File: src/rtl/exp_range_sequencer.sv
// Range-reducing wrapper around the hyperbolic-CORDIC exp core: exp(x) = 2^k * exp(r), r in [0, ln2).
// Optional sat output port and flag register enabled by defining EXP_SAT_FLAG_EN.
module exp_range_sequencer #(
  parameter int                 XY_SZ     = 16,
  parameter int                 CORE_LAT  = 16,
  parameter int                 CORE_FRAC = 14,
  parameter logic [XY_SZ-1:0]   X_INIT    = 16'd19898,
  parameter logic signed [31:0] LN2_Q16   = 32'sd45426,
  parameter int                 MAX_K     = 14,
  parameter int                 MIN_K     = 16
) (
  input  logic                    clk,
  input  logic                    rst,
  input  logic                    in_valid,
  output logic                    in_ready,
  input  logic signed [31:0]      in_x,
  output logic signed [31:0]      core_angle,
  output logic [XY_SZ-1:0]        core_xin,
  output logic [XY_SZ-1:0]        core_yin,
  input  logic signed [XY_SZ+1:0] core_exp,
  output logic                    out_valid,
  input  logic                    out_ready,
  output logic [31:0]             out_y
`ifdef EXP_SAT_FLAG_EN
  ,
  output logic                    sat
`endif
);

  localparam int K_W   = 8;
  localparam int CNT_W = $clog2(CORE_LAT) + 1;
  localparam int unsigned SHL = (CORE_FRAC <= 16) ? (16 - CORE_FRAC) : 0;
  localparam int unsigned SHR = (CORE_FRAC > 16) ? (CORE_FRAC - 16) : 0;
  localparam logic signed [K_W-1:0] K_SAT   = K_W'(MAX_K + 1);
  localparam logic signed [K_W-1:0] K_FLUSH = K_W'(-(MIN_K + 1));

  typedef enum logic [2:0] {S_IDLE, S_REDUCE, S_WAIT, S_SCALE, S_DONE} state_t;

  state_t                  state_q, state_d;
  logic signed [31:0]      r_q, r_d;
  logic signed [K_W-1:0]   k_q, k_d;
  logic [CNT_W-1:0]        cnt_q, cnt_d;
  logic signed [31:0]      angle_q, angle_d;
  logic [XY_SZ-1:0]        xin_q, xin_d;
  logic                    ready_q, ready_d;
  logic                    valid_q, valid_d;
  logic [31:0]             y_q, y_d;
`ifdef EXP_SAT_FLAG_EN
  logic                    sat_q, sat_d;
`endif

  logic [XY_SZ+1:0]        exp_pos_s;
  logic [63:0]             v_s;
  logic [K_W-1:0]          shamt_s;
  logic [63:0]             scaled_s;

  // Scaling datapath: clamp negative core output, align to Q16.16, apply 2^k.
  always_comb begin
    exp_pos_s = core_exp[XY_SZ+1] ? {(XY_SZ+2){1'b0}} : core_exp;
    v_s       = (64'(exp_pos_s) << SHL) >> SHR;
    shamt_s   = k_q[K_W-1] ? -k_q : k_q;
    scaled_s  = k_q[K_W-1] ? (v_s >> shamt_s) : (v_s << shamt_s);
  end

  // Next-state and next-output logic for the sequencer FSM.
  always_comb begin
    state_d = state_q;
    r_d     = r_q;
    k_d     = k_q;
    cnt_d   = cnt_q;
    angle_d = angle_q;
    xin_d   = xin_q;
    ready_d = ready_q;
    valid_d = valid_q;
    y_d     = y_q;
`ifdef EXP_SAT_FLAG_EN
    sat_d   = sat_q;
`endif
    case (state_q)
      S_IDLE: begin
        if (in_valid) begin
          r_d     = in_x;
          k_d     = 8'sd0;
          ready_d = 1'b0;
          xin_d   = X_INIT;
          state_d = S_REDUCE;
`ifdef EXP_SAT_FLAG_EN
          sat_d   = 1'b0;
`endif
        end else begin
          state_d = S_IDLE;
        end
      end
      S_REDUCE: begin
        if (r_q < 32'sd0) begin
          r_d = r_q + LN2_Q16;
          k_d = k_q - 8'sd1;
        end else if (r_q >= LN2_Q16) begin
          r_d = r_q - LN2_Q16;
          k_d = k_q + 8'sd1;
        end else begin
          angle_d = r_q;
          cnt_d   = {CNT_W{1'b0}};
          state_d = S_WAIT;
        end
        // Exponent out of range: skip the core entirely.
        if (k_d == K_SAT) begin
          y_d     = 32'h7FFF_FFFF;
          valid_d = 1'b1;
          state_d = S_DONE;
`ifdef EXP_SAT_FLAG_EN
          sat_d   = 1'b1;
`endif
        end else if (k_d == K_FLUSH) begin
          y_d     = 32'h0000_0000;
          valid_d = 1'b1;
          state_d = S_DONE;
`ifdef EXP_SAT_FLAG_EN
          sat_d   = 1'b1;
`endif
        end else begin
          y_d = y_q;
        end
      end
      S_WAIT: begin
        if (cnt_q == CNT_W'(CORE_LAT - 1)) begin
          state_d = S_SCALE;
        end else begin
          cnt_d = cnt_q + {{(CNT_W-1){1'b0}}, 1'b1};
        end
      end
      S_SCALE: begin
        if (scaled_s > 64'h0000_0000_7FFF_FFFF) begin
          y_d   = 32'h7FFF_FFFF;
`ifdef EXP_SAT_FLAG_EN
          sat_d = 1'b1;
`endif
        end else begin
          y_d = scaled_s[31:0];
        end
        valid_d = 1'b1;
        state_d = S_DONE;
      end
      S_DONE: begin
        if (out_ready) begin
          valid_d = 1'b0;
          ready_d = 1'b1;
          angle_d = 32'sd0;
          xin_d   = {XY_SZ{1'b0}};
          state_d = S_IDLE;
        end else begin
          state_d = S_DONE;
        end
      end
      default: begin
        state_d = S_IDLE;
        ready_d = 1'b1;
        valid_d = 1'b0;
        angle_d = 32'sd0;
        xin_d   = {XY_SZ{1'b0}};
      end
    endcase
  end

  // State and output registers with synchronous reset.
  always_ff @(posedge clk) begin
    if (rst) begin
      state_q <= S_IDLE;
      r_q     <= 32'sd0;
      k_q     <= 8'sd0;
      cnt_q   <= {CNT_W{1'b0}};
      angle_q <= 32'sd0;
      xin_q   <= {XY_SZ{1'b0}};
      ready_q <= 1'b1;
      valid_q <= 1'b0;
      y_q     <= 32'h0000_0000;
`ifdef EXP_SAT_FLAG_EN
      sat_q   <= 1'b0;
`endif
    end else begin
      state_q <= state_d;
      r_q     <= r_d;
      k_q     <= k_d;
      cnt_q   <= cnt_d;
      angle_q <= angle_d;
      xin_q   <= xin_d;
      ready_q <= ready_d;
      valid_q <= valid_d;
      y_q     <= y_d;
`ifdef EXP_SAT_FLAG_EN
      sat_q   <= sat_d;
`endif
    end
  end

  assign in_ready   = ready_q;
  assign out_valid  = valid_q;
  assign out_y      = y_q;
  assign core_angle = angle_q;
  assign core_xin   = xin_q;
  assign core_yin   = {XY_SZ{1'b0}};
`ifdef EXP_SAT_FLAG_EN
  assign sat        = sat_q;
`endif

endmodule

File: config.mk
export PLATFORM = sky130hd
export DESIGN_NAME = exp_range_sequencer
export DESIGN_NICKNAME = d
export VERILOG_FILES = /design/src/rtl/exp_range_sequencer.sv
export SDC_FILE = /design/constraint.sdc
export NUM_CORES = 1
export LEC_CHECK = 0
export ABC_CLOCK_PERIOD_IN_PS = 6700
export BUFFER_PORTS_ARGS = -buffer_cell sky130_fd_sc_hd__buf_2
export CAP_MARGIN = 20
export CORE_ASPECT_RATIO = 1.25
export CORE_MARGIN = 2
export CORE_UTILIZATION = 35
export CTS_CLUSTER_DIAMETER = 30
export DETAILED_ROUTE_END_ITERATION = 10
export GPL_ROUTABILITY_DRIVEN = 0
export SYNTH_ARGS = -nofsm -noshare
export SYNTH_HDL_FRONTEND = slang
export SYNTH_SLANG_ARGS = --single-unit
File: constraint.sdc
create_clock -name clk -period 6.7 [get_ports clk]
set_input_delay 0.335 -clock clk [delete_from_list [all_inputs] [get_ports clk]]
set_output_delay 0.335 -clock clk [all_outputs]
set_load 0.05 [all_outputs]
---- Yosys cells after proc, flatten, opt, wreduce, memory -nomap -nowiden ----
Cells that the tools add are included.
storage, ports and cells
  word-level logic and storage cells ...... 97
  bits of input ports ..................... 54
  memories ................................ 0
  bits in latches ......................... 0
  memory bits (writable) .................. 0
  memory bits (read-only) ................. 0
  output and inout port bits .............. 98
  bits in registers ....................... 130
cells by class
  divide/modulo/power cells ............... 0
  reduce and logical (&&, ||, !) cells .... 15
  bitwise operators ....................... 3
  magnitude comparators ................... 3
  shifts and indexed selects .............. 2
  muxes and demuxes ....................... 42
  equality and inequality tests ........... 17
  add/subtract/negate cells ............... 6
  $mul .................................... 0
operators with widths
  kind                                                                                    count
  32-bit two-way mux                                                                      9
  32-bit case mux with 2 select lines                                                     2
  32-bit case mux with 3 select lines                                                     1
  64-bit by 31-bit greater-than comparator with 1-bit output (second input constant)      1
  64-bit two-way mux                                                                      1
  19-bit by 8-bit left shift with 64-bit output                                           1
  19-bit by 8-bit >> shifter with 64-bit output                                           1
  16-bit case mux with 3 select lines                                                     1
  8-bit two-way mux                                                                       5
  32-bit by 17-bit adder with 32-bit output (second input constant)                       1
  32-bit by 17-bit greater-or-equal comparator with 1-bit output (second input constant)  1
  32-bit by 1-bit < comparator with 1-bit output (second input constant)                  1
  16-bit two-way mux                                                                      2
  32-bit by 17-bit subtractor with 32-bit output (second input constant)                  1
  3-bit two-way mux                                                                       6
  17-bit two-way mux                                                                      1
  8-bit case mux with 2 select lines                                                      1
  5-bit two-way mux                                                                       3
  3-bit case mux with 5 select lines                                                      1
  2-bit inequality test (second input constant)                                           6
  3-bit AND reduction                                                                     4
  5-bit case mux with 2 select lines                                                      1
  8-bit by 2-bit adder with 8-bit output (second input constant)                          1
  8-bit by 5-bit equality test with 1-bit output (second input constant)                  1
  20 further kinds                                                                        35

---- Depth between registers and ports, before layout ----
  depth in word-level cells ............... 8
  mapped depth ............................ 17
  depth with buffers taken out ............ 11

---- Worst setup path before layout ----
Ideal clock, no wire load.
  kind .................................... register to register
  start ................................... register k_q[0]
  end ..................................... register y_q[22] (netlist: out_y[22])
  data arrival time ....................... 4.103 ns
  data required time ...................... 6.580 ns
  setup slack ............................. 2.478 ns
  path buffers ............................ 5
  setup time .............................. 0.120 ns
  period minus slack after synthesis ...... 4.222 ns
  stages on the path, launching flop included .. 17
  cell sequence ........................... dfxtp_1 buf_6 buf_2 clkbuf_1 inv_1 ha_1 buf_2 nand4b_1 a31oi_1 o41ai_4 nor2_2 a211o_1 or3b_1 or4_4 o21a_4 buf_6 a211o_1
on the way
  word-level cells in the longest chain between the ends .. 7
RTL lines
  what                                                                                      RTL line  RTL
  from (decl)                                                                               41        logic signed [K_W-1:0] k_q, k_d;
  from (signal assigned)                                                                    183       k_q <= k_d;
  8-bit negator / 8-bit by 2-bit adder with 8-bit output (equally long branches)            61, 100
  8-bit two-way mux, on equally long branches                                               61, 98
  19-bit by 8-bit left shift with 64-bit output, or another cell as far along               62        scaled_s = k_q[K_W-1] ? (v_s >> shamt_s) : (v_s << shamt_s);
  64-bit two-way mux / 8-bit two-way mux (equally long branches)                            62, 79
  64-bit by 31-bit greater-than comparator with 1-bit output, or another cell as far along  133       if (scaled_s > 64'h0000_0000_7FFF_FFFF) begin
  32-bit two-way mux, or another cell as far along                                          133
  32-bit case mux with 2 select lines / 2-bit AND reduction (equally long branches)         n/a
  to (signal assigned)                                                                      189       y_q <= y_d;
  to (decl)                                                                                 47        logic [31:0] y_q, y_d;
Parallel ways exist; a longest one is shown, timed or not. The select of a mux whose other input is x is not followed.
A chain may end at the register's enable or synchronous reset.

---- Worst setup path after layout ----
  start ................................... register k_q[0]
  end ..................................... register y_q[3] (netlist: out_y[3])
The elaborated chain is that of the path after synthesis.

==> results by group <==
Outcome
  • Status: finished, final reports clean

Logic synthesis
  • Synth top cells by count: nand2_1 (127), a21oi_1 (126), nor2_1 (122)
  • Sequential-to-total area share from yosys stat: 0.249
  • Most common cell in the netlist: nand2_1
  • Synth Cell Area: 9150 um^2
  • Syn Inst Count: 1244
  • Synth top area cells: dfxtp_1 (25%), a21oi_1 (6.9%), mux2i_1 (5.5%)
  • Fraction of registers with async set/reset: 0
  • Number of synthesized flops with an enable pin: 0
  • Biggest area consumer among synthesized cells: dfxtp_1
  • Synth Flop Type: dfxtp_1
  • #FFs+latches synth: 114
  • YS warnings: 0
  • Share of the synthesized area in the top cell type: 0.249
  • Post-synthesis average cell area: 7.36 um^2
  • Yosys cell types: 95

Global routing
  • Initial antenna violation count: 0
  • First-pass GRT wire length: 47600 um
  • Pin count of the biggest net entering global routing: 77
  • Vias in the first global route: 9096
  • Gr usage total: 0.213
  • Global route overflow: 0

Clock network
  • Root Driver: clkbuf_16
  • Num CTS Buffers: 17
  • CTS tree: done
  • Post-CTS setup buffer count: 0
  • Clk sinks: 114
  • # resized after CTS: 0
  • Hold-fix buffers, CTS: 0
  • Clock latency on the worst-skew pair: 0.42 ns
  • Maximum clock path buffer count: 2
  • CTS H-Tree Depth: 4
  • Clock transition at path regs: 0.07 ns

Layout
  • Diode count: 0
  • Register area: 2280 um^2
  • Synth-to-layout area growth: 13.2%
  • Layout cells sized above 1: 0.172
  • FILL cells: 2703
  • Final Net Count: 1350
  • Multi-input gate area: 6190 um^2

Worst setup path
  • Slowest stage delay, CP: 0.84 ns
  • Buffers and inverters on the worst path: 1
  • Worst Setup End Kind: flip-flop
  • Worst EP arrival: 5.07 ns
  • Reg2Reg Launch Point: k_q[0]
  • CP max FO: 34
  • Register-to-register setup slack: 1.93 ns
  • Req. time, crit path: 7.00 ns
  • Crit path max-delay family: simple AND/OR/NAND/NOR gates
  • Worst setup startpoint: k_q[0]
  • Setup CP Type: reg -> reg
  • Crit start category: flip-flop
  • Critical-path top delay cell: dfxtp_2
  • Crit path cell chain: inv_1, ha_1, or4bb_1, nand3_1, a2111oi_2, nor3_1, a21oi_1, or3b_1, or4_4, o21a_4, a221o_1

Die
  • Initial core utilization: 0.354
  • Num rows: 66
  • Die ar.: 27500 um^2
  • Top-Level Pins: 152
  • Die H: 185 um
  • Die width: 149 um
  • Area of the core: 25800 um^2

Route
  • DRT iter0 DRCs: 1056
  • Routed len/inst: 18.3 um
  • Routed vias/inst: 5.93
  • Post-route ant nets: 0
  • DR pass1 iterations: 8
  • WL final: 30000 um
  • Vias: 9749
  • Detailed-route DRC error count: 0

Timing
  • Unrepaired setup endpoints after global routing: false
  • Final setup vio count: 0
  • Slew headroom: 0.348
  • Worst-margin pin slew: 0.978 ns
  • Final min period: 4.77 ns
  • Max Freq: 210 MHz
  • Sum of negative setup slack: 0 ns
  • Final Slew Violations: 0
  • Final Cycle Share: 0.712
  • Final Hold Fails: 0
  • Clk_skew: 0.0174 ns

Placement
  • Detail Placement HPWL: 20900 um
  • IO buf count: 127

Pwr
  • Total power: 3.58 mW
  • Peak VDD IR: 0.000170 V
  • PwrDens: 345 nW/um^2
  • Leak: 4.16 nW

Worst hold path
  • HP Start: in_x[0]
  • Worst Hold Class: in -> reg

Flow run
  • Max-Cap Viols: 0
[report_power, final]
| part | total (mW) | leakage [nW] | switching, mW | internal (mW) |
|---|---|---|---|---|
| clock network | 0.948 | 0.293 | 0.353 | 0.595 |
| logic | 1.72 | 2.94 | 1.12 | 0.604 |
| registers | 0.908 | 0.925 | 0.161 | 0.748 |
| total | 3.58 | 4.16 | 1.63 | 1.95 |
[flip-flops by register name, indices dropped and copies added, names as in the netlist]
name,cells
cnt_q,5
core_xin,1
core_angle,31
out_y,32
r_q,32
in_ready,1
out_valid,1
k_q,8
state_q,3
[final timing paths]
check	depth (start not counted)	end
setup / recovery	11	out_y[3]
setup reg to reg	11	out_y[3]
hold / removal	3	r_q[0]
hold reg to reg	1	out_y[30]
[layout make-up]
type,count,area share
clock buffer,19,0.0427
clock inverter,13,0.0155
inverter,16,0.00579
multi-input combinational,994,0.598
sequential,114,0.220
tap,340,0.0410
timing repair buffer,147,0.0770
[tightest hold or removal path, stage by stage]
cell,delay [ns]
buf_2,0.08
mux2i_1,0.06
nor2_1,0.08
[cells by family (layout without fill, tap and decap cells)]
kind of cell,after synthesis,in the layout,share of synthesized area
and+or+nand+nor,483,483,0.266
AOI/OAI and AO/OA,410,410,0.308
buffers and inverters,159,195,0.0886
DFF,114,114,0.249
muxes,62,62,0.0707
xor gates and xnor gates,9,9,0.00943
adders and majority gates,6,6,0.00820
other,1,24,0.000410
[stage by stage]
stage          setup WS, ns  hold WS, ns  std cells  utilization  area (um^2)
2_1_floorplan          2.48        0.447       1267            -         9240
3_3_place_gp           2.18        0.430       1610        0.377         9740
3_5_place_dp           2.04        0.433       1610        0.377         9740
4_1_cts                1.99        0.159       1642        0.400        10300
5_1_grt                1.65        0.173       1643        0.401        10400
6_report               1.93        0.177       1643        0.401        10400
[routing by layer]
metal,vias to the layer above,GRT usage,part of all wire,routed length (um)
li1,4675,-,-,-
met1,4524,0.259,0.41,12200
met2,443,0.360,0.48,14400
met3,107,0.0419,0.069,2070
met4,0,0.103,0.045,1360
met5,-,0,0,0
[cells in the final DEF (no fill, tap or decap), types with 23 or more instances in the layout]
cell type / instances
nor2_1: 122
conb_1: 24
a221o_1: 27
nor3_1: 37
dfxtp_1: 113
buf_2: 127
o21ai_0: 58
nand2_1: 127
a21oi_1: 125
a31oi_1: 30
mux2i_1: 50
and2_1: 23
nand3_1: 50
(Power assumes the default switching activity.)
